==> config.mk <==
export PLATFORM = sky130hd
export DESIGN_NAME = simd_sat_adder_pipe_flat
export DESIGN_NICKNAME = d
export VERILOG_FILES = /design/src/rtl/simd_sat_adder_pipe_if.sv /design/src/rtl/simd_sat_adder_pipe.sv /design/src/flat_wrapper.sv
export SDC_FILE = /design/constraint.sdc
export NUM_CORES = 1
export LEC_CHECK = 0
export ABC_CLOCK_PERIOD_IN_PS = 1990
export CAP_MARGIN = 10
export CORE_ASPECT_RATIO = 1.1
export CORE_MARGIN = 2
export CORE_UTILIZATION = 45
export CTS_BUF_LIST = sky130_fd_sc_hd__clkbuf_4 sky130_fd_sc_hd__clkbuf_8 sky130_fd_sc_hd__clkbuf_16
export DETAILED_ROUTE_END_ITERATION = 7
export PLACE_DENSITY = 0.71
export SLEW_MARGIN = 20
export SYNTH_ARGS = -nofsm -noshare
export SYNTH_HDL_FRONTEND = slang
export SYNTH_SLANG_ARGS = --single-unit
==> constraint.sdc <==
create_clock -name clk -period 1.99 [get_ports clk]
set_input_delay 0.398 -clock clk [delete_from_list [all_inputs] [get_ports clk]]
set_output_delay 0.398 -clock clk [all_outputs]
set_load 0.005 [all_outputs]
==> src/rtl/simd_sat_adder_pipe_if.sv <==
// Operand/result handshake bundle for simd_sat_adder_pipe.
//   in_valid/in_ready : operand-side handshake
//   op, A, B          : operation select and two's-complement operands
//   out_valid/out_ready : result-side handshake
//   S, ovfl           : result and saturation flag
// slave  : the adder side (consumes operands, produces results)
// master : the requester side (drives operands, consumes results)
interface simd_sat_adder_pipe_if #(
  parameter int unsigned WIDTH = 16
);
  logic             in_valid;
  logic             in_ready;
  logic [1:0]       op;
  logic [WIDTH-1:0] A;
  logic [WIDTH-1:0] B;
  logic             out_valid;
  logic             out_ready;
  logic [WIDTH-1:0] S;
  logic             ovfl;

  modport slave (
    input  in_valid, op, A, B, out_ready,
    output in_ready, out_valid, S, ovfl
  );

  modport master (
    output in_valid, op, A, B, out_ready,
    input  in_ready, out_valid, S, ovfl
  );
endinterface

==> src/rtl/simd_sat_adder_pipe.sv <==
// Two-stage pipelined saturating adder with packed-lane and reduction modes.
//   clk, rst_n : clock (rising edge), asynchronous active-low reset
//   bus        : simd_sat_adder_pipe_if.slave (operand and result handshakes)
//   cnt_clr    : synchronous clear of sat_cnt (wins over an increment)
//   sat_cnt    : saturating count of delivered results with ovfl=1
// op: 00 ADD, 01 SUB, 10 PADDSB (lane-wise saturating add), 11 RED (signed lane sum)
module simd_sat_adder_pipe #(
  parameter int unsigned WIDTH = 16,
  parameter int unsigned LANE  = 4,
  parameter int unsigned CNT_W = 8
) (
  input  logic                 clk,
  input  logic                 rst_n,
  simd_sat_adder_pipe_if.slave bus,
  input  logic                 cnt_clr,
  output logic [CNT_W-1:0]     sat_cnt
);

  localparam int unsigned NL = WIDTH / LANE;
  // Full-precision width of the sum of 2*NL sign-extended lanes
  localparam int unsigned RW = LANE + $clog2(2 * NL);

  localparam logic [1:0] OP_ADD  = 2'b00;
  localparam logic [1:0] OP_SUB  = 2'b01;
  localparam logic [1:0] OP_PADD = 2'b10;

  localparam logic [WIDTH-1:0] MAXV  = {1'b0, {(WIDTH-1){1'b1}}};
  localparam logic [WIDTH-1:0] MINV  = {1'b1, {(WIDTH-1){1'b0}}};
  localparam logic [LANE-1:0]  LMAXV = {1'b0, {(LANE-1){1'b1}}};
  localparam logic [LANE-1:0]  LMINV = {1'b1, {(LANE-1){1'b0}}};

  // Stage-1 payload: raw sums plus the operand signs needed for overflow
  typedef struct packed {
    logic [1:0]       op;
    logic [WIDTH-1:0] raw;   // A+B or A+~B+1
    logic [WIDTH-1:0] psum;  // per-lane sums, no inter-lane carry
    logic [RW-1:0]    red;   // signed sum of all lanes of A and B
    logic             sa;    // A sign
    logic             sb;    // effective B sign (inverted for SUB)
    logic [NL-1:0]    la;    // A lane signs
    logic [NL-1:0]    lb;    // B lane signs
  } s1_t;

  s1_t                s1_d;
  s1_t                s1_q;
  logic               s1_valid;
  logic               s2_valid;
  logic               s1_adv;
  logic               in_ready;
  logic               sub;
  logic [WIDTH-1:0]   bm;
  logic signed [RW-1:0] acc;
  logic [WIDTH-1:0]   res;
  logic               ovf;
  logic               pos;
  logic               neg;
  logic [NL-1:0]      lane_pos;
  logic [NL-1:0]      lane_neg;
  logic [WIDTH-1:0]   s_q;
  logic               ovfl_q;

  // Handshake: stage 2 frees when empty or draining; stage 1 frees when it can move on
  assign s1_adv       = ~s2_valid | bus.out_ready;
  assign in_ready     = ~s1_valid | s1_adv;
  assign bus.in_ready = in_ready;
  assign bus.out_valid = s2_valid;
  assign bus.S        = s_q;
  assign bus.ovfl     = ovfl_q;

  // Stage-1 arithmetic
  always_comb begin
    s1_d = '0;
    sub  = (bus.op == OP_SUB);
    bm   = sub ? ~bus.B : bus.B;
    acc  = '0;
    s1_d.op  = bus.op;
    s1_d.raw = bus.A + bm + WIDTH'(sub);
    s1_d.sa  = bus.A[WIDTH-1];
    s1_d.sb  = bm[WIDTH-1];
    for (int i = 0; i < int'(NL); i++) begin
      s1_d.psum[i*LANE +: LANE] = bus.A[i*LANE +: LANE] + bus.B[i*LANE +: LANE];
      s1_d.la[i] = bus.A[i*LANE + LANE - 1];
      s1_d.lb[i] = bus.B[i*LANE + LANE - 1];
      acc = acc + RW'($signed(bus.A[i*LANE +: LANE])) + RW'($signed(bus.B[i*LANE +: LANE]));
    end
    s1_d.red = acc;
  end

  // Stage-1 register: payload captured only on an input handshake
  always_ff @(posedge clk or negedge rst_n) begin
    if (!rst_n) begin
      s1_valid <= 1'b0;
      s1_q     <= '0;
    end else begin
      if (in_ready) s1_valid <= bus.in_valid;
      if (bus.in_valid && in_ready) s1_q <= s1_d;
    end
  end

  // Stage-2 saturation / result select
  always_comb begin
    res      = s1_q.raw;
    ovf      = 1'b0;
    pos      = 1'b0;
    neg      = 1'b0;
    lane_pos = '0;
    lane_neg = '0;
    case (s1_q.op)
      OP_ADD, OP_SUB: begin
        pos = ~s1_q.sa & ~s1_q.sb &  s1_q.raw[WIDTH-1];
        neg =  s1_q.sa &  s1_q.sb & ~s1_q.raw[WIDTH-1];
        if (pos)      res = MAXV;
        else if (neg) res = MINV;
        ovf = pos | neg;
      end
      OP_PADD: begin
        res = s1_q.psum;
        for (int i = 0; i < int'(NL); i++) begin
          lane_pos[i] = ~s1_q.la[i] & ~s1_q.lb[i] &  s1_q.psum[i*LANE + LANE - 1];
          lane_neg[i] =  s1_q.la[i] &  s1_q.lb[i] & ~s1_q.psum[i*LANE + LANE - 1];
          if (lane_pos[i])      res[i*LANE +: LANE] = LMAXV;
          else if (lane_neg[i]) res[i*LANE +: LANE] = LMINV;
        end
        ovf = |(lane_pos | lane_neg);
      end
      default: begin
        // RED: sign-extend the full-precision lane sum to the result width
        res = WIDTH'($signed(s1_q.red));
      end
    endcase
  end

  // Stage-2 output register: holds S/ovfl while stalled
  always_ff @(posedge clk or negedge rst_n) begin
    if (!rst_n) begin
      s2_valid <= 1'b0;
      s_q      <= '0;
      ovfl_q   <= 1'b0;
    end else if (s1_adv) begin
      s2_valid <= s1_valid;
      if (s1_valid) begin
        s_q    <= res;
        ovfl_q <= ovf;
      end
    end
  end

  // Saturation-event counter: clear wins, sticks at all-ones
  always_ff @(posedge clk or negedge rst_n) begin
    if (!rst_n) begin
      sat_cnt <= '0;
    end else if (cnt_clr) begin
      sat_cnt <= '0;
    end else if (s2_valid && bus.out_ready && ovfl_q && !(&sat_cnt)) begin
      sat_cnt <= sat_cnt + CNT_W'(1);
    end
  end

endmodule
==> src/flat_wrapper.sv <==
// flat-port wrapper written by rule: the top's interface ports become plain ports
module simd_sat_adder_pipe_flat 
#(
  parameter int unsigned WIDTH = 16,
  parameter int unsigned LANE  = 4,
  parameter int unsigned CNT_W = 8
)
  (clk, rst_n, cnt_clr, sat_cnt, bus_in_valid, bus_op, bus_A, bus_B, bus_out_ready, bus_in_ready, bus_out_valid, bus_S, bus_ovfl);
  simd_sat_adder_pipe_if #(.WIDTH(WIDTH)) bus_i ();
  input  logic clk;
  input  logic rst_n;
  input  logic cnt_clr;
  output logic [CNT_W-1:0] sat_cnt;
  input wire logic [$bits(bus_i.in_valid)-1:0] bus_in_valid;
  input wire logic [$bits(bus_i.op)-1:0] bus_op;
  input wire logic [$bits(bus_i.A)-1:0] bus_A;
  input wire logic [$bits(bus_i.B)-1:0] bus_B;
  input wire logic [$bits(bus_i.out_ready)-1:0] bus_out_ready;
  output wire logic [$bits(bus_i.in_ready)-1:0] bus_in_ready;
  output wire logic [$bits(bus_i.out_valid)-1:0] bus_out_valid;
  output wire logic [$bits(bus_i.S)-1:0] bus_S;
  output wire logic [$bits(bus_i.ovfl)-1:0] bus_ovfl;
  assign bus_i.in_valid = bus_in_valid;
  assign bus_i.op = bus_op;
  assign bus_i.A = bus_A;
  assign bus_i.B = bus_B;
  assign bus_i.out_ready = bus_out_ready;
  assign bus_in_ready = bus_i.in_ready;
  assign bus_out_valid = bus_i.out_valid;
  assign bus_S = bus_i.S;
  assign bus_ovfl = bus_i.ovfl;
  simd_sat_adder_pipe #(.WIDTH(WIDTH), .LANE(LANE), .CNT_W(CNT_W)) u_core (.clk(clk), .rst_n(rst_n), .bus(bus_i), .cnt_clr(cnt_clr), .sat_cnt(sat_cnt));
endmodule
Word-level counts from Yosys, hierarchy flattened

Index checks and enable logic that the tools add are counted.

Add/subtract/negate cells: 14
Equal/unequal tests: 3
Multiplexer cells: 15
Bitwise logic cells: 42
Reductions and logical operators: 11

Operators by type and width:

| kind                                                                  | count |
|---|---|
| 16-bit 2-to-1 mux                                                     | 3 |
| 7-bit by 4-bit adder with 7-bit output                                | 5 |
| 4-bit 2-to-1 mux                                                      | 8 |
| 16-bit case mux with 2 select lines                                   | 1 |
| 1-bit bitwise AND                                                     | 20 |
| 1-bit NOT                                                             | 17 |
| 16-bit by 1-bit adder with 16-bit output                              | 1 |
| 16-bit adder                                                          | 1 |
| 4-bit adder                                                           | 4 |
| 8-bit 2-to-1 mux                                                      | 2 |
| 16-bit NOT                                                            | 1 |
| 8-bit by 1-bit adder with 8-bit output, second input constant         | 1 |
| 8-bit AND reduction                                                   | 1 |
| 5-bit by 4-bit adder with 6-bit output                                | 1 |
| 4-bit by 4-bit adder with 5-bit output                                | 1 |
| 2-bit by 1-bit equality test with 1-bit output, second input constant | 2 |
| 1-bit logical AND                                                     | 4 |
| 4-bit bitwise OR                                                      | 1 |
| 4-bit OR reduction                                                    | 1 |
| 1-bit bitwise OR                                                      | 3 |
| 2-bit equality test, second input constant                            | 1 |
| 2-bit logical NOT                                                     | 1 |
| 1-bit case mux with 2 select lines                                    | 1 |
| 2-bit AND reduction                                                   | 1 |
| 3 further kinds                                                       | 3 |

Bits in registers: 78
Input bits: 39
Output and inout bits: 27
Logic and storage cells: 98

Logic depth before layout (Yosys ltp)

Depth after elaboration: 7
Gate-level depth with buffers: 20

Worst setup path after synthesis

Ideal clock, no wire load.

Path type: input port to flip-flop
Start point: input port bus_B[1]
End point: register u_core.s1_q[16] (netlist bit)
Data arrival time: 4,182 ps
Required time: 1,854 ps
Slack: -2,328 ps
Stages: 19
Cells stage by stage: inv_1 fa_1 inv_1 ha_1 inv_1 fa_1 inv_1 a2111oi_0 a21oi_1 fa_1 inv_1 fa_1 inv_1 fa_1 inv_1 ha_1 a21oi_1 xnor2_1 o21ai_0

Cells in the longest elaborated chain, start to end: 7

RTL lines:

| item                                                | RTL line                  | source |
|---|---|---|
| from (decl)                                         | flat_wrapper.sv:17        | `input wire logic [$bits(bus_i.B)-1:0] bus_B;` |
| 4-bit by 4-bit adder with 5-bit output              | simd_sat_adder_pipe.sv:84 | `acc = acc + RW'($signed(bus.A[i*LANE +: LANE])) + RW'($signed(bus.B[i*LANE +: LANE]));` |
| 5-bit by 4-bit adder with 6-bit output              | simd_sat_adder_pipe.sv:84 |  |
| 7-bit by 4-bit adder with 7-bit output (5 in a row) | simd_sat_adder_pipe.sv:84 |  |
| to (signal assigned)                                | simd_sat_adder_pipe.sv:93 | `s1_q <= '0;` |
| to (signal assigned)                                | simd_sat_adder_pipe.sv:96 | `if (bus.in_valid && in_ready) s1_q <= s1_d;` |
| to (decl)                                           | simd_sat_adder_pipe.sv:45 | `s1_t s1_q;` |

No other way between the ends.
A chain may end at the register's enable or synchronous reset.

Final worst setup path

Start point: input port bus_A[1]
End point: register u_core.s1_q[16] (netlist bit)

Cells in the longest elaborated chain, start to end: 7

RTL lines:

| item                                                | RTL line                  | source |
|---|---|---|
| from (decl)                                         | flat_wrapper.sv:16        | `input wire logic [$bits(bus_i.A)-1:0] bus_A;` |
| 4-bit by 4-bit adder with 5-bit output              | simd_sat_adder_pipe.sv:84 |  |
| 5-bit by 4-bit adder with 6-bit output              | simd_sat_adder_pipe.sv:84 |  |
| 7-bit by 4-bit adder with 7-bit output (5 in a row) | simd_sat_adder_pipe.sv:84 |  |

No other way between the ends.

==> run metrics <==
EDFF count, synth 0; Placed Cells around 950; Yosys top cell by area dfrtp_1; register area 1900 um2; flop and latch count out of synthesis 76; Die Y 122 um; H-tree depth 3; syn nets around 740; die area 13,600 um2; largest net degree at the start of global routing 42; Row Count 43; gr usage total 0.249; WL final 16,700 um; Crit. End Element flop; P per Cell Area 956 nW/um2; P&R area growth vs syn 47.2%; Max Root-Sink Buffers 2; Core ar. 12,500 um2; maxcap violations 0; CP Data Arrival Time 4340 ps; Crit Path Max Fanout 2; Placer Congestion 0.862; YS warnings 0; setup violators final 17; Multi-input gate area around 4000 um2; crit path launch type primary input; Slew Limit Fails 0; failing checks setup timing; first-pass GRT wire length between 20,000 and 30,000 um; RSZ-0062 raised after global routing true; HP Class in -> async; router iterations before antenna repair 5; Seq/Total Area, Yosys 0.332; Final Non-Filler Cells 989; CP max-delay cell fa_2; initial antenna violation count 0; num ports 66; layout cells sized above 1 0.305; total placed instance area 7560 um2; Final Hold Vio Count 0; Final #Nets 934; CTS tree done; iteration-0 DRC count of the detailed router 355; Overflow after GRT 0; Core Util, Final 0.673; Fillers around 930; cell mode on critical path inv_2; Max Clock Skew 6.52 ps; HPWL Detailed 12,500 um; Worst path max stage delay 530 ps; maximum VDD drop 879 uV; Top FF cell, synth dfrtp_1; Period minus WS final 4110 ps; Antenna Cells 0; initial core utilization 0.457; setup ws final -2120 ps; WL/cell 16.9 um; WP data required 2220 ps; Place WS -2970 ps; library cells used by synthesis around 60; WS Path Type in -> reg; mean area per synthesized cell 9.03 um2; Final period util 2.07; via count about 5,500; vias in the first global route 5,448; Syn Inst Count 634; final instance area 8430 um2; clock latency on the worst-skew pair 340 ps; status finished, violations left; Tot Pwr approximately 8 mW; cells along the critical path buf_8, inv_8, fa_1, inv_2, ha_4, inv_2, fa_2, inv_2, fa_1, inv_2, fa_2, fa_1, inv_2, ha_4, inv_2, fa_2, inv_2, a21o_1, a21oi_2, xnor2_1, o21ai_1; Synth area leaders dfrtp_1 33%, fa_1 11%, ha_1 8.1%; Sink Count 76; Die X 112 um; CTS Buf Count 9; Max transition margin 0.581; fraction of registers with async set/reset 1.00; mapped cell area 5730 um2; clock slew at reported path FFs about 60 ps; Port Buffers 65; share of the synthesized area in the top cell type 0.332; antenna-violating nets left 0; vias per std cell around 5.5; Slew @ Worst Pin 629 ps; highest clock rate 0.243 GHz; DR DRC count 0; P_leak about 3.9 nW; root buffer cell clkbuf_16
## per-stage QoR
stage / setup TNS, ps / hold WS [ps]
6_report: -11810 / 43.0
5_1_grt: -13060 / 87.7
4_1_cts: -11710 / 64.6
3_5_place_dp: -29680 / 425
3_3_place_gp: -28090 / 416
2_1_floorplan: -15260 / 102
## cell usage after synthesis, drive strengths merged (2+ instances only)
cell type and n:
o21bai 2, and3 5, buf 5, a31oi 4, a21oi 30, o221ai 2
ha 37, o22ai 2, or4 4, dfrtp 76, and4 3, nand3 5
o2bb2ai 2, a2111oi 3, xor2 14, nand2 111, xnor2 32, nor4 2
a41oi 6, nand4 5, o21ai 52, or3 2, nor3 6, o32a 10
inv 59, o2111ai 2, nand2b 7, a211oi 5, or3b 3, a21o 21
and2 7, nor2 25, o211ai 9, clkbuf 22, o21a 11, fa 31
## path summary, 6_finish.rpt
path                                               startpoint                            end  slack [ps]  cells after the start
worst min-delay path                                    rst_n    u_core.bus.S[2]$_DFFE_PN0P_          40                      1
worst max-delay path                                 bus_A[1]    u_core.s1_q[16]$_DFFE_PN0P_       -2120                     21
min in group clk                                    bus_op[1]    u_core.s1_q[50]$_DFFE_PN0P_         350                      4
worst max register to register  u_core.sat_cnt[0]$_DFFE_PN0P_  u_core.sat_cnt[6]$_DFFE_PN0P_         300                      7
worst min register to register    u_core.s1_q[10]$_DFFE_PN0P_    u_core.s1_q[10]$_DFFE_PN0P_         480                      2
max in group asynchronous                               rst_n    u_core.s1_q[21]$_DFFE_PN0P_        1350                      2
## cell usage in the layout (no fill, tap or decap), types with 11 or more instances in the layout
| master | count |
|---|---|
| inv_1 | 47 |
| ha_1 | 24 |
| fa_1 | 25 |
| nor2_1 | 25 |
| buf_4 | 128 |
| a21o_1 | 20 |
| xnor2_1 | 20 |
| ha_4 | 12 |
| a21oi_1 | 22 |
| nand2_1 | 108 |
| dfrtp_1 | 76 |
| clkdlybuf4s50_1 | 39 |
| buf_6 | 18 |
| xor2_1 | 14 |
| o21ai_0 | 44 |
| o21a_1 | 11 |
## logic make-up after synthesis
kind of cell / count (synthesis) / synth area share
and+or+nand+nor: 187 / 0.148
AOI/OAI and AO/OA: 169 / 0.199
buffers and inverters: 86 / 0.0579
DFF: 76 / 0.332
adders and majority gates: 69 / 0.191
xor gates and xnor gates: 46 / 0.0704
muxes: 1 / 0.00175
## power breakdown
group          switching [mW]  leakage, nW  internal [mW]
clock                   0.622        0.137          0.883
combinational            2.03         2.88           2.29
sequential              0.314        0.920           1.93
## layout make-up
| class | instances | area share |
|---|---|---|
| well taps | 157 | 0.0233 |
| clock inverters | 4 | 0.00312 |
| clock buffers | 12 | 0.0294 |
| multi-input cells | 473 | 0.480 |
| inverters | 59 | 0.0275 |
| flip-flops and latches | 76 | 0.226 |
| repair buffers | 208 | 0.211 |
## routing by layer
layer	global-route usage	up-vias	share of wire
met4	0.0856	0	0.030
met1	0.320	2647	0.42
met5	0	-	0
met3	0.0326	44	0.043
met2	0.437	175	0.51
li1	-	2589	-
## state kept, by name, indices dropped and copies added, names as in the netlist
register,cells
u_core.sat_cnt,8
u_core.bus.ovfl,1
u_core.s1_q,49
u_core.bus.out_valid,1
u_core.s1_valid,1
u_core.bus.S,16
## critical path, delay by kind of cell
| family | cells | cell delay (ps) |
|---|---|---|
| xor+xnor | 1 | 140 |
| compound gates | 3 | 250 |
| buf+inv | 9 | 470 |
| fa+ha+maj | 8 | 3060 |
## repair_timing
| action | CTS | global route |
|---|---|---|
| hold buffers | 0 | 0 |
| setup endpoints to repair | 21 | 18 |
| buffers inserted | 13 | 7 |
| pin swaps | 71 | 35 |
| hold endpoints to repair | 0 | 0 |
| cloned | 1 | 0 |
| resized for setup | 118 | 34 |
Note: power is estimated with default switching activity, not from simulation.
